===== src/rtl/bkm_iter_ctrl.sv =====
// Iteration sequencer for the bkm_step datapath: accepts one request, steps n
// through the configured iteration count, then holds the result until consumed.
module bkm_iter_ctrl #(
  parameter int LOG2N = 6,
  parameter int WCNT  = 16
) (
  input  logic             clk,
  input  logic             arst,
  input  logic             srst,
  input  logic             enable,
  input  logic             start_valid,
  output logic             start_ready,
  input  logic             cfg_mode,
  input  logic [1:0]       cfg_format,
  input  logic [LOG2N-1:0] cfg_iters,
  output logic             step_mode,
  output logic [1:0]       step_format,
  output logic [LOG2N-1:0] step_n,
  output logic             sel_init,
  output logic             step_en,
  output logic             busy,
  output logic             done_valid,
  input  logic             done_ready,
  output logic [WCNT-1:0]  ops_done
);

  // state | meaning
  // IDLE  | waiting for a request, start_ready high
  // LOAD  | step 0, initial operands selected into bkm_step
  // RUN   | steps 1..last, fed-back registers selected
  // DONE  | final result held until done_ready
  typedef enum logic [1:0] {IDLE, LOAD, RUN, DONE} state_t;

  state_t           state_q, state_d;
  logic             mode_q, mode_d;
  logic [1:0]       fmt_q, fmt_d;
  logic [LOG2N-1:0] last_q, last_d;
  logic [LOG2N-1:0] n_q, n_d;
  logic [WCNT-1:0]  ops_q, ops_d;

  always_ff @(posedge clk or posedge arst) begin
    if (arst) begin
      state_q <= IDLE;
      mode_q  <= 1'b0;
      fmt_q   <= 2'b00;
      last_q  <= '0;
      n_q     <= '0;
      ops_q   <= '0;
    end else if (srst) begin
      state_q <= IDLE;
      mode_q  <= 1'b0;
      fmt_q   <= 2'b00;
      last_q  <= '0;
      n_q     <= '0;
      ops_q   <= '0;
    end else begin
      state_q <= state_d;
      mode_q  <= mode_d;
      fmt_q   <= fmt_d;
      last_q  <= last_d;
      n_q     <= n_d;
      ops_q   <= ops_d;
    end
  end

  always_comb begin
    state_d = state_q;
    mode_d  = mode_q;
    fmt_d   = fmt_q;
    last_d  = last_q;
    n_d     = n_q;
    ops_d   = ops_q;
    if (enable) begin
      case (state_q)
        IDLE: begin
          if (start_valid) begin
            mode_d  = cfg_mode;
            fmt_d   = cfg_format;
            // a zero count wraps to all ones, i.e. the full 2^LOG2N steps
            last_d  = cfg_iters - LOG2N'(1);
            n_d     = '0;
            state_d = LOAD;
          end
        end
        LOAD: begin
          if (last_q == '0) begin
            state_d = DONE;
          end else begin
            n_d     = LOG2N'(1);
            state_d = RUN;
          end
        end
        RUN: begin
          if (n_q == last_q) state_d = DONE;
          else               n_d     = n_q + LOG2N'(1);
        end
        DONE: begin
          if (done_ready) begin
            state_d = IDLE;
            ops_d   = ops_q + WCNT'(1);
            n_d     = '0;
          end
        end
        default: state_d = IDLE;
      endcase
    end
  end

  always_comb begin
    start_ready = (state_q == IDLE);
    busy        = (state_q != IDLE);
    sel_init    = (state_q == LOAD);
    step_en     = enable && ((state_q == LOAD) || (state_q == RUN));
    done_valid  = (state_q == DONE);
    step_mode   = mode_q;
    step_format = fmt_q;
    step_n      = n_q;
    ops_done    = ops_q;
  end

endmodule


===== config.mk =====
export PLATFORM = sky130hd
export DESIGN_NAME = bkm_iter_ctrl
export DESIGN_NICKNAME = d
export VERILOG_FILES = /design/src/rtl/bkm_iter_ctrl.sv
export SDC_FILE = /design/constraint.sdc
export NUM_CORES = 1
export LEC_CHECK = 0
export ABC_AREA = 0
export ABC_CLOCK_PERIOD_IN_PS = 3700
export BUFFER_PORTS_ARGS = -buffer_cell sky130_fd_sc_hd__buf_2
export CELL_PAD_IN_SITES_DETAIL_PLACEMENT = 0
export CELL_PAD_IN_SITES_GLOBAL_PLACEMENT = 1
export CORE_ASPECT_RATIO = 0.8
export CORE_MARGIN = 1
export CORE_UTILIZATION = 40
export DETAILED_ROUTE_END_ITERATION = 6
export PLACE_DENSITY = 0.85
export SLEW_MARGIN = 20
export SYNTH_ARGS = -nofsm -noshare
export SYNTH_HDL_FRONTEND = slang
export SYNTH_SLANG_ARGS = --single-unit

===== constraint.sdc =====
create_clock -name clk -period 3.7 [get_ports clk]
set_input_delay 0.74 -clock clk [delete_from_list [all_inputs] [get_ports clk]]
set_output_delay 0.74 -clock clk [all_outputs]
set_load 0.05 [all_outputs]

== Yosys cells after proc, flatten, opt, wreduce, memory -nomap -nowiden ==
Index checks and enable logic that the tools add are counted.

* Reduce and logical (&&, ||, !) cells: 14
* Eq/ne operators: 9
* Mux-type cells: 30
* Add/sub/neg operators: 3

{| class="wikitable"
|+ Operators by type and width
! operator !! count
|-
| $mux 16 || 4
|-
| $mux 6 || 10
|-
| $pmux 6 s4 || 1
|-
| $mux 2 || 9
|-
| $add 16x1->16 const B || 1
|-
| $ne 3x3->1 const B || 4
|-
| $reduce_bool 2->1 || 6
|-
| $pmux 2 s4 || 1
|-
| $add 6x1->6 const B || 1
|-
| $eq 6x6->1 || 1
|-
| $logic_not 6->1 || 1
|-
| $reduce_and 3->1 || 2
|-
| $sub 6x1->6 const B || 1
|-
| $mux 1 || 5
|-
| $reduce_and 5->1 || 1
|-
| $eq 2x2->1 const B || 2
|-
| $reduce_and 4->1 || 1
|-
| $ne 3x2->1 const B || 1
|-
| $eq 2x1->1 const B || 1
|-
| $logic_not 2->1 || 1
|-
| $logic_and 1x1->1 || 1
|-
| $logic_or 1x1->1 || 1
|}

* Bits in registers: 33
* Logic and storage cells: 62
* Output and inout bits: 30
* Input port bits: 15

== Depth between registers and ports, before layout ==
* Depth after elaboration: 5
* Gate-level depth with buffers: 7
* Gate-level depth less buffers: 7

== Worst setup path before layout ==
Ideal clock, no wire load.

* Path type: register to output
* Start: register state_q[0]
* End: output port busy
* Cell stages (with the launch flop): 4
* Buffers on the path: 0
* Slack: 1.566 ns
* Arrival: 1.394 ns
* Data required time: 2.960 ns
* Cells stage by stage: dfrtp_1 -> inv_1 -> ha_1 -> inv_1

* Word-level cells in the longest chain between the ends: 1

{| class="wikitable"
|+ RTL lines
! item !! line !! text
|-
| start, declared || 34 || <nowiki>state_t state_q, state_d;</nowiki>
|-
| start signal, assigned || 57 || <nowiki>state_q <= state_d;</nowiki>
|-
| $reduce_bool 2->1 || 111 || <nowiki>busy = (state_q != IDLE);</nowiki>
|-
| end, declared || 21 || <nowiki>output logic busy,</nowiki>
|}

Every way passes these cells.

== Final worst setup path ==
* Start: register state_q[1]
* End: output port step_en

* Word-level cells in the longest chain between the ends: 3
* Elaborated cells between the ends (all ways): 4
* Those cells by class: eq/ne: 2; reduce/logical: 2

{| class="wikitable"
|+ RTL lines
! item !! line !! text
|-
| $eq 2x1->1 / $eq 2x2->1 (equally long branches) || 113 || <nowiki>step_en = enable && ((state_q == LOAD) || (state_q == RUN));</nowiki>
|-
| $logic_or 1x1->1 (*) || 113 ||
|-
| $logic_and 1x1->1 (*) || 113 ||
|-
| end, declared || 20 || <nowiki>output logic step_en,</nowiki>
|}

Every way passes the cells marked *; elsewhere a longest branch is shown, timed or not.

==> qor.yml <==
numCtsBuffers: 5
grt_pass1_wl_um: 6699
wl_met1_um: 2078
ff_latch_area_um2: 825.8
antenna_cells: 0
rows: 21
clk_latency_ns: 0.29
die_area_um2: 4898
io_buffer_count: 44
layout_worst_path_cycle_share_pct: 61.82
crit_required_ns: 2.96
synth.net_count: 219
power_density_nw_per_um2: 510.6
multiInputGateArea_um2: 979.7
synth_ff_type: "dfrtp_1"
cts_max_level: 2
yosysTopAreaCell: "dfrtp_1"
rsz0062_at_grt: "no"
synthToLayoutAreaGrowth_pct: 20.92
cap_violations: 0
cts_tree: "yes"
path_max_fanout: 5
fin_total_pwr_w: 0.001141
drt_wl_total_um: 3876
io_pins: 45
synthCells: 196
cts-resized-gates: 0
hold_viol: 0
die_height_um: 62.80
grt_pass1_vias: 1404
route.met2.wl_um: 1599
wl_per_cell_um: 12.88
hold_path_class: "primary input to async pin"
synth_cell_type_count: 37
setup_tns_ns: 0
ctsHoldBuffers: 0
netlist_area_um2: 1848
ys_seq_area_share_pct: 44.69
vias: 1533
final_cell_mix: "44 x buf_2, 33 x dfrtp_1, 27 x nor2_1"
clk_path_buf_depth: 2
cp.arrival_ns: 1.55
critPathKind: "flip-flop to primary output"
setup_violations: 0
cts.clk_slew.worst_paths_ns: 0.07
fill_cells: 429
coreArea_um2: 4309
antenna_found_initial: 0
worstMarginPinSlew_ns: 0.5741
path_cells: "inv_1, ha_1, and2_1, buf_2"
nets: 267
synth_seq_cells: 33
postCtsSetupRepairBufs: 0
ir_worst_vdd_mv: 0.2688
grt_max_degree: 34
ys_warn_count: 0
status: "finished, final reports clean"
cellLeakagePower_nw: 1.090
slew_headroom_pct: 61.72
first_pass_iters: 4
final.min_clock_period_ns: 2.287
root_buffer: "clkbuf_8"
async_flop_share_pct: 100.0
initial_core_util_pct: 42.89
viasPerCell: 5.093
die_x_um: 78.00
drive_gt1_share_pct: 24.59
dpl.hpwl_um: 2783
final_common_cell: "buf_2"
grt-ovfl-total: 0
crit_path_end_kind: "primary output"
clock-sinks: 33
final_max_slew_viol_count: 0
synth_top_area_share_pct: 44.69
slowest_stage: "dfrtp_1"
place_congestion: 0.7796
max_freq_mhz: 437.2
cp-start-kind: "flip-flop"
clock_skew_ns: 0.003261
drt_iter0_drc: 123
ant_nets: 0
syn_area_per_cell_um2: 9.429
grtUsageTotal_pct: 17.93
top_layer: "met4"
synth_edf_count: 0
drc_errors: 0
slowest_delay_ns: 0.42
synth_area_leaders: "dfrtp_1 45%, xnor2_1 5.7%, nor2_1 5.5%, ha_1 5.4%, xor2_1 5.2%"
wl_met3_um: 164
==> report_power, final <==
group	switching (W)	total, W	leakage (nW)	internal (W)
clock	0.000130	0.000326	0.0540	0.000196
combinational	0.000280	0.000397	0.580	0.000117
sequential	0.0000319	0.000419	0.456	0.000387
total	0.000442	0.00114	1.09	0.000699
==> Yosys cell counts (2+ instances only) <==
master and number:
o31ai_1 2, nand2_1 19, o21ai_0 10, or3_1 2, and4_1 3, o31ai_2 3, nand2b_1 4, and2_1 2
clkbuf_1 2, ha_1 8, nand4_1 3, a211oi_1 4, nor2_1 27, xor2_1 11, nand3_1 11, a21oi_1 9
dfrtp_1 33, and3_1 6, a31oi_1 2, inv_1 7, xnor2_1 12
==> stage by stage <==
step                instance area, um2  setup slack, ns  hold slack (ns)  util [%]  cells
floorplan                         1848            1.566           0.5237         -    196
global placement                  2131            1.435           0.5197     49.45    294
detailed placement                2131            1.389           0.5199     49.45    294
CTS                               2235            1.411           0.5339     51.86    301
global route                      2235            1.325           0.5565     51.86    301
finish                            2235            1.413           0.5272     51.86    301
==> layer usage <==
metal,vias to the layer above,track usage [%]
met5,-,0
met3,2,4.234
met2,34,23.67
met1,720,26.88
met4,0,9.028
li1,777,-
==> cell families after synthesis <==
kind of cell	Yosys count	share of synthesized area [%]
multiplexers	1	0.5417
adder cells (fa/ha/maj)	8	5.417
AO/OA/AOI/OAI	35	13.14
flip-flops	33	44.69
buffers and inverters	11	2.302
XOR/XNOR	23	10.90
AND/OR/NAND/NOR	85	23.02
==> sequential cells by signal, indices dropped and copies added (netlist names) <==
signal / cells
state_q: 2
step_format: 2
step_mode: 1
last_q: 6
ops_done: 16
step_n: 6
==> area by class of cell <==
cell class	count	share of cell area, %
multi-input combinational	152	43.84
tap	57	3.191
timing repair buffer	45	10.19
inverter	7	1.176
clock inverter	2	1.568
sequential	33	36.95
clock buffer	5	3.080
==> worst paths after layout <==
| kind | cells past startpoint | from | slack (ns) | to |
|---|---|---|---|---|
| max | 4 | state_q[1] | 1.41 | step_en |
| min | 3 | arst | 0.53 | ops_done[10] |
| max reg2reg | 7 | state_q[0] | 1.82 | step_n[2] |
| min reg2reg | 2 | step_format[1] | 0.53 | step_format[1] |
| max in group asynchronous | 3 | arst | 2.86 | step_n[0] |
| min in group clk | 2 | step_format[1] | 0.53 | step_format[1] |
==> critical path: cells and delay by family, from the launching register on <==
kind                     cells  cell delay (ns)
buffers and inverters        2             0.36
adder cells (fa/ha/maj)      1             0.35
flip-flops                   1             0.42
AND/OR/NAND/NOR              1             0.13
Note: power is estimated with default switching activity, not from simulation.
